### src/rtl/debug_bridge_pkg.sv
// Shared debug-bridge definitions: FSM encodings, starvation defaults and counter helper.
package debug_bridge_pkg;

    typedef enum logic [1:0] {
        ST_IDLE    = 2'd0,
        ST_PEND    = 2'd1,
        ST_ISSUE   = 2'd2,
        ST_WAIT_RD = 2'd3
    } bridge_state_e;

    localparam int unsigned STARVE_LIMIT_DEFAULT = 16;
    localparam int unsigned STARVE_CNT_W         = 8;
    localparam logic [STARVE_CNT_W-1:0] STARVE_CNT_MAX = '1;

    // Saturating increment for the starvation counter.
    function automatic logic [STARVE_CNT_W-1:0] starve_next(input logic [STARVE_CNT_W-1:0] cnt);
        return (cnt == STARVE_CNT_MAX) ? cnt : cnt + STARVE_CNT_W'(1);
    endfunction

endpackage

### src/rtl/debug_mem_bridge.sv
// Debug memory bridge: shares one single-port SRAM between the core and a debug
// requester. Debug waits for a free slot, a halted core, or starvation timeout,
// then steals exactly one cycle of the memory port.
module debug_mem_bridge
    import debug_bridge_pkg::*;
#(
    parameter int unsigned STARVE_LIMIT = STARVE_LIMIT_DEFAULT,
    parameter int unsigned AW           = 32,
    parameter int unsigned DW           = 32
) (
    input  logic          cpu_clk,
    input  logic          sys_rstn,

    input  logic [AW-1:0] dbg_addr,
    input  logic [DW-1:0] dbg_wdata,
    input  logic          dbg_ce,
    input  logic          dbg_we,
    output logic [DW-1:0] dbg_rdata,
    output logic          dbg_rdata_ready,
    output logic          dbg_overrun,

    input  logic          cpu_halted,
    input  logic [AW-1:0] core_addr,
    input  logic [DW-1:0] core_wdata,
    input  logic          core_ce,
    input  logic          core_we,
    output logic          core_stall,
    output logic [DW-1:0] core_rdata,
    output logic          core_rdata_valid,

    output logic [AW-1:0] mem_addr,
    output logic [DW-1:0] mem_wdata,
    output logic          mem_ce,
    output logic          mem_we,
    input  logic [DW-1:0] mem_rdata
);

    bridge_state_e           state_q;
    bridge_state_e           state_d;

    logic [AW-1:0]           req_addr;
    logic [DW-1:0]           req_wdata;
    logic                    req_we;
    logic [STARVE_CNT_W-1:0] starve_cnt;

    logic                    accept_c;
    logic                    drop_c;
    logic                    limit_hit_c;

    // Request acceptance only in IDLE; a strobe anywhere else is dropped.
    assign accept_c    = dbg_ce && (state_q == ST_IDLE);
    assign drop_c      = dbg_ce && (state_q != ST_IDLE);
    assign limit_hit_c = (starve_cnt == STARVE_CNT_W'(STARVE_LIMIT));

    // Read data goes straight back to the core; validity is tracked separately.
    assign core_rdata = mem_rdata;

    // State register.
    always_ff @(posedge cpu_clk or negedge sys_rstn) begin
        if (!sys_rstn) begin
            state_q <= ST_IDLE;
        end else begin
            state_q <= state_d;
        end
    end

    // Next-state logic plus memory-port mux and core stall.
    always_comb begin
        state_d    = state_q;
        mem_addr   = core_addr;
        mem_wdata  = core_wdata;
        mem_ce     = core_ce;
        mem_we     = core_we;
        core_stall = 1'b0;

        case (state_q)
            ST_IDLE: begin
                if (dbg_ce) begin
                    state_d = ST_PEND;
                end
            end
            ST_PEND: begin
                if (!core_ce || cpu_halted || limit_hit_c) begin
                    state_d = ST_ISSUE;
                end
            end
            ST_ISSUE: begin
                mem_addr   = req_addr;
                mem_wdata  = req_wdata;
                mem_ce     = 1'b1;
                mem_we     = req_we;
                core_stall = core_ce;
                state_d    = req_we ? ST_IDLE : ST_WAIT_RD;
            end
            ST_WAIT_RD: begin
                state_d = ST_IDLE;
            end
            default: begin
                state_d = ST_IDLE;
            end
        endcase
    end

    // Latch the debug request on acceptance; dropped strobes leave it untouched.
    always_ff @(posedge cpu_clk or negedge sys_rstn) begin
        if (!sys_rstn) begin
            req_addr  <= '0;
            req_wdata <= '0;
            req_we    <= 1'b0;
        end else if (accept_c) begin
            req_addr  <= dbg_addr;
            req_wdata <= dbg_wdata;
            req_we    <= dbg_we;
        end
    end

    // Count cycles spent waiting in PEND; cleared whenever PEND is left.
    always_ff @(posedge cpu_clk or negedge sys_rstn) begin
        if (!sys_rstn) begin
            starve_cnt <= '0;
        end else if ((state_q == ST_PEND) && (state_d == ST_PEND)) begin
            starve_cnt <= starve_next(starve_cnt);
        end else begin
            starve_cnt <= '0;
        end
    end

    // Sticky overrun flag; a new accepted request wins over a drop.
    always_ff @(posedge cpu_clk or negedge sys_rstn) begin
        if (!sys_rstn) begin
            dbg_overrun <= 1'b0;
        end else if (accept_c) begin
            dbg_overrun <= 1'b0;
        end else if (drop_c) begin
            dbg_overrun <= 1'b1;
        end
    end

    // Capture SRAM read data for debug and flag it one cycle later.
    always_ff @(posedge cpu_clk or negedge sys_rstn) begin
        if (!sys_rstn) begin
            dbg_rdata       <= '0;
            dbg_rdata_ready <= 1'b0;
        end else begin
            dbg_rdata_ready <= (state_q == ST_WAIT_RD);
            if (state_q == ST_WAIT_RD) begin
                dbg_rdata <= mem_rdata;
            end
        end
    end

    // Core read data is valid the cycle after an unstalled core access.
    always_ff @(posedge cpu_clk or negedge sys_rstn) begin
        if (!sys_rstn) begin
            core_rdata_valid <= 1'b0;
        end else begin
            core_rdata_valid <= core_ce && !core_stall;
        end
    end

endmodule
### config.mk
export PLATFORM = sky130hd
export DESIGN_NAME = debug_mem_bridge
export DESIGN_NICKNAME = d
export VERILOG_FILES = /design/src/rtl/debug_bridge_pkg.sv /design/src/rtl/debug_mem_bridge.sv
export SDC_FILE = /design/constraint.sdc
export NUM_CORES = 1
export LEC_CHECK = 0
export ABC_CLOCK_PERIOD_IN_PS = 1950
export BUFFER_PORTS_ARGS = -buffer_cell sky130_fd_sc_hd__buf_2
export CORE_MARGIN = 4
export CORE_UTILIZATION = 45
export CTS_CLUSTER_DIAMETER = 50
export DETAILED_ROUTE_END_ITERATION = 12
export PLACE_DENSITY = 0.82
export SLEW_MARGIN = 30
export SYNTH_ARGS = -nofsm -noshare
export SYNTH_HDL_FRONTEND = slang
export SYNTH_SLANG_ARGS = --single-unit
export TNS_END_PERCENT = 30
### constraint.sdc
create_clock -name cpu_clk -period 1.95 [get_ports cpu_clk]
set_input_delay 0.39 -clock cpu_clk [delete_from_list [all_inputs] [get_ports cpu_clk]]
set_output_delay 0.39 -clock cpu_clk [all_outputs]
set_load 0.03 [all_outputs]
==> metrics.txt <==
outcome=finished, violations left; violated checks=negative setup slack; Starting Density=46.2%; mean area per synthesized cell=13.9 sq um; Hold EP=req_wdata[22]$_DFFE_PN0P_; Clk pin slew, worst setup/hold paths=0.08 ns; first-pass GRT wire length=21.1 mm; Area contributors post-synth=dfrtp_1 (52%), mux2_2 (34%), buf_4 (4.8%); area leader, netlist=dfrtp_1; final worst setup slack=-0.0979 ns; Most Used Layer, Global Route=met2; Post-Route Skew=0.0116 ns; Post-Synthesis Net Count=553; critical path class=reg2out; drt total wl=15.5 mm; R2R Path End=req_addr[14]$_DFFE_PN0P_; Pleak=3.88 nW; slowest cell delay on critical path=0.43 ns; synth unique cells=31; drc violations=0; Via density=5.10; worst flop-to-flop path startpoint=state_q[1]$_DFF_PN0_; Async S/R FF share, synth=100%; CTS Sinks=110; endpoints failing hold=0; maxcap violations=0; Std-Cell Rows=39; CP cell instances=nand2b_4 -> buf_4 -> buf_16 -> mux2_2 -> buf_4; maximum vdd drop=0.000785 V; clock buffer depth=2; NumNets Final=830; simple-gate share of the synthesized area=3.69%; max_slew headroom=74.8%; CP arrival=1.66 ns; Max FO, Critical Path=9; Sequential Area=2750 sq um; drt pass-1 iters=4; Detail Route Antenna Nets=0; CP Data Required Time=1.56 ns; Routed WL per cell=19.2 microns; synth warn=0; area delta synth->final=46.3%; Ant. Diodes=0; Setup WS pre-CTS=0.212 ns; fin crit share=105%; Fmax=488 MHz; die area=13,600 sq um; most common cell after layout, fill and taps aside=buf_2; Starting DRT DRC Count=160; Synth Area in XOR/XNOR=0%; GRT met2 Usage=38.2%; die height=117 microns; min Tclk post-route=2.05 ns; Post-Synthesis Cells=384; GPL Wtd Cong=0.742; worst hold path stage count=2; dominant synthesized flop cell=dfrtp_1; Worst path slowest cell=dfrtp_2; Fill cells=826; CTS Buf Count=9; unrepaired setup endpoints after global routing=yes; Crit path max-delay family=buffers and inverters; routing usage on met1=22.2%; Compound-Gate Fraction of Synth Area=1.97%; vias in the first global route=4,298; dpl hpwl=10.7 mm; worst hold-check path type=in2reg; Reg2Reg Setup Slack=0.34 ns; core area=11,500 sq um; largest family of logic cells by synthesized area=multiplexers; multiplexer share of the synthesized area=34.3%; synthesized flop and latch total=110; top cell type's share of synthesized area=51.7%; Post-synth EDFFs=0; CTS tree=yes; vias=4,128; Worst Max-Slew Pin Slew=0.378 ns; FF-to-FF path depth=4; Buf+Inv Stages, Crit Path=3; I/O Buffers=300; met3 usage=4.77%; Setup crit start kind=flip-flop; power per cell area=1610 nW/um^2; total power draw=12.5 mW; Critical Path End Type=primary output; die extent in x=117 microns; area of the multi-input gates=2280 sq um; adder-cell area share of the yosys netlist=0.470%; post-layout util=67.6%; H-tree depth=3; Total GRT Usage=20.0%; sequential fraction of the synthesis area=51.7%; cell mode on critical path=buf_4; CP startpoint=state_q[1]$_DFF_PN0_; GRT Residual Overflow=0; share of cells above drive strength 1=75.7%; post-synthesis cell area=5320 sq um; Top Ports=301; Skew-Pair Late Insertion Delay=0.34 ns; max-slew violations=0; commonest non-fill, non-tap cells in the layout=buf_2 (233), mux2_2 (132), dfrtp_1 (109); initial antenna violation count=0; hold path start=dbg_wdata[22]; largest net degree at the start of global routing=67; CTS Root Cell=clkbuf_16; setup violators final=65
==> cell usage after synthesis, types with 2 or more instances <==
cell type  instances
a21oi_1            2
nand2_1            4
o21ai_0            2
buf_2             14
nor3_1             6
mux2_2           162
dfrtp_1          110
buf_6              6
nor2_1             6
nand4_1            2
ha_1               2
nand3_1            3
and3_1             2
inv_1              6
nand2b_1           2
a31oi_1            7
buf_4             34
==> repair_timing <==
| action | CTS | global route |
|---|---|---|
| hold buffers | 1 | 0 |
| hold endpoints to repair | 21 | 0 |
| setup endpoints to repair | 65 | 65 |
| gates resized for setup | 114 | 49 |
| buffers inserted | 3 | 2 |
| cloned | 2 | 5 |
==> worst max-delay path by stage <==
stage	slack [ns]	cells after the start	end
floorplan	0.32	4	core_stall
global placement	0.25	4	mem_addr[2]
detailed placement	0.21	4	mem_addr[27]
CTS	-0.14	5	mem_wdata[31]
global route	-0.15	5	mem_addr[1]
finish	-0.1	5	mem_wdata[21]
==> where the power goes <==
part	internal, mW	switching [mW]	total (mW)
Clock	1.04	0.818	1.86
Combinational	3.29	3.40	6.69
Sequential	3.37	0.604	3.97
Total	7.69	4.82	12.5
==> layer usage <==
metal,vias up,part of all wire [%]
met1,2058,36
li1,1886,-
met5,-,0
met2,166,56
met3,18,7.0
met4,0,1.4
==> cell type report <==
| type | instances | share of cell area, % |
|---|---|---|
| Sequential cell | 110 | 35.4 |
| Multi-Input combinational cell | 213 | 29.3 |
| Timing Repair Buffer | 321 | 28.8 |
| Clock buffer | 10 | 3.07 |
| Tap cell | 143 | 2.30 |
| Clock inverter | 6 | 0.884 |
| Inverter | 6 | 0.289 |
==> kinds of logic (layout without fill, tap and decap cells) <==
group	Yosys count	after routing
buf+inv	61	343
flops	110	110
compound gates	16	16
fa+ha+maj	2	2
mux	162	162
simple gates	33	33
==> flip-flops by register name (all words and copies together) (netlist names) <==
signal            count
core_rdata_valid      1
dbg_overrun           1
dbg_rdata            32
dbg_rdata_ready       1
req_addr             32
req_wdata            32
req_we                1
starve_cnt            8
state_q               2
==> through the flow <==
stage / hold WS [ns] / cell area (sq um) / setup TNS, ns / instances
3_5_place_dp: 0.297 / 6770 / 0 / 781
2_1_floorplan: 0.0944 / 5320 / 0 / 384
5_1_grt: 0.267 / 7790 / -7.84 / 809
4_1_cts: 0.263 / 7520 / -7.21 / 803
6_report: 0.276 / 7790 / -3.94 / 809
3_3_place_gp: 0.291 / 6770 / 0 / 781
No activity file was read; power rests on OpenSTA's default activity.
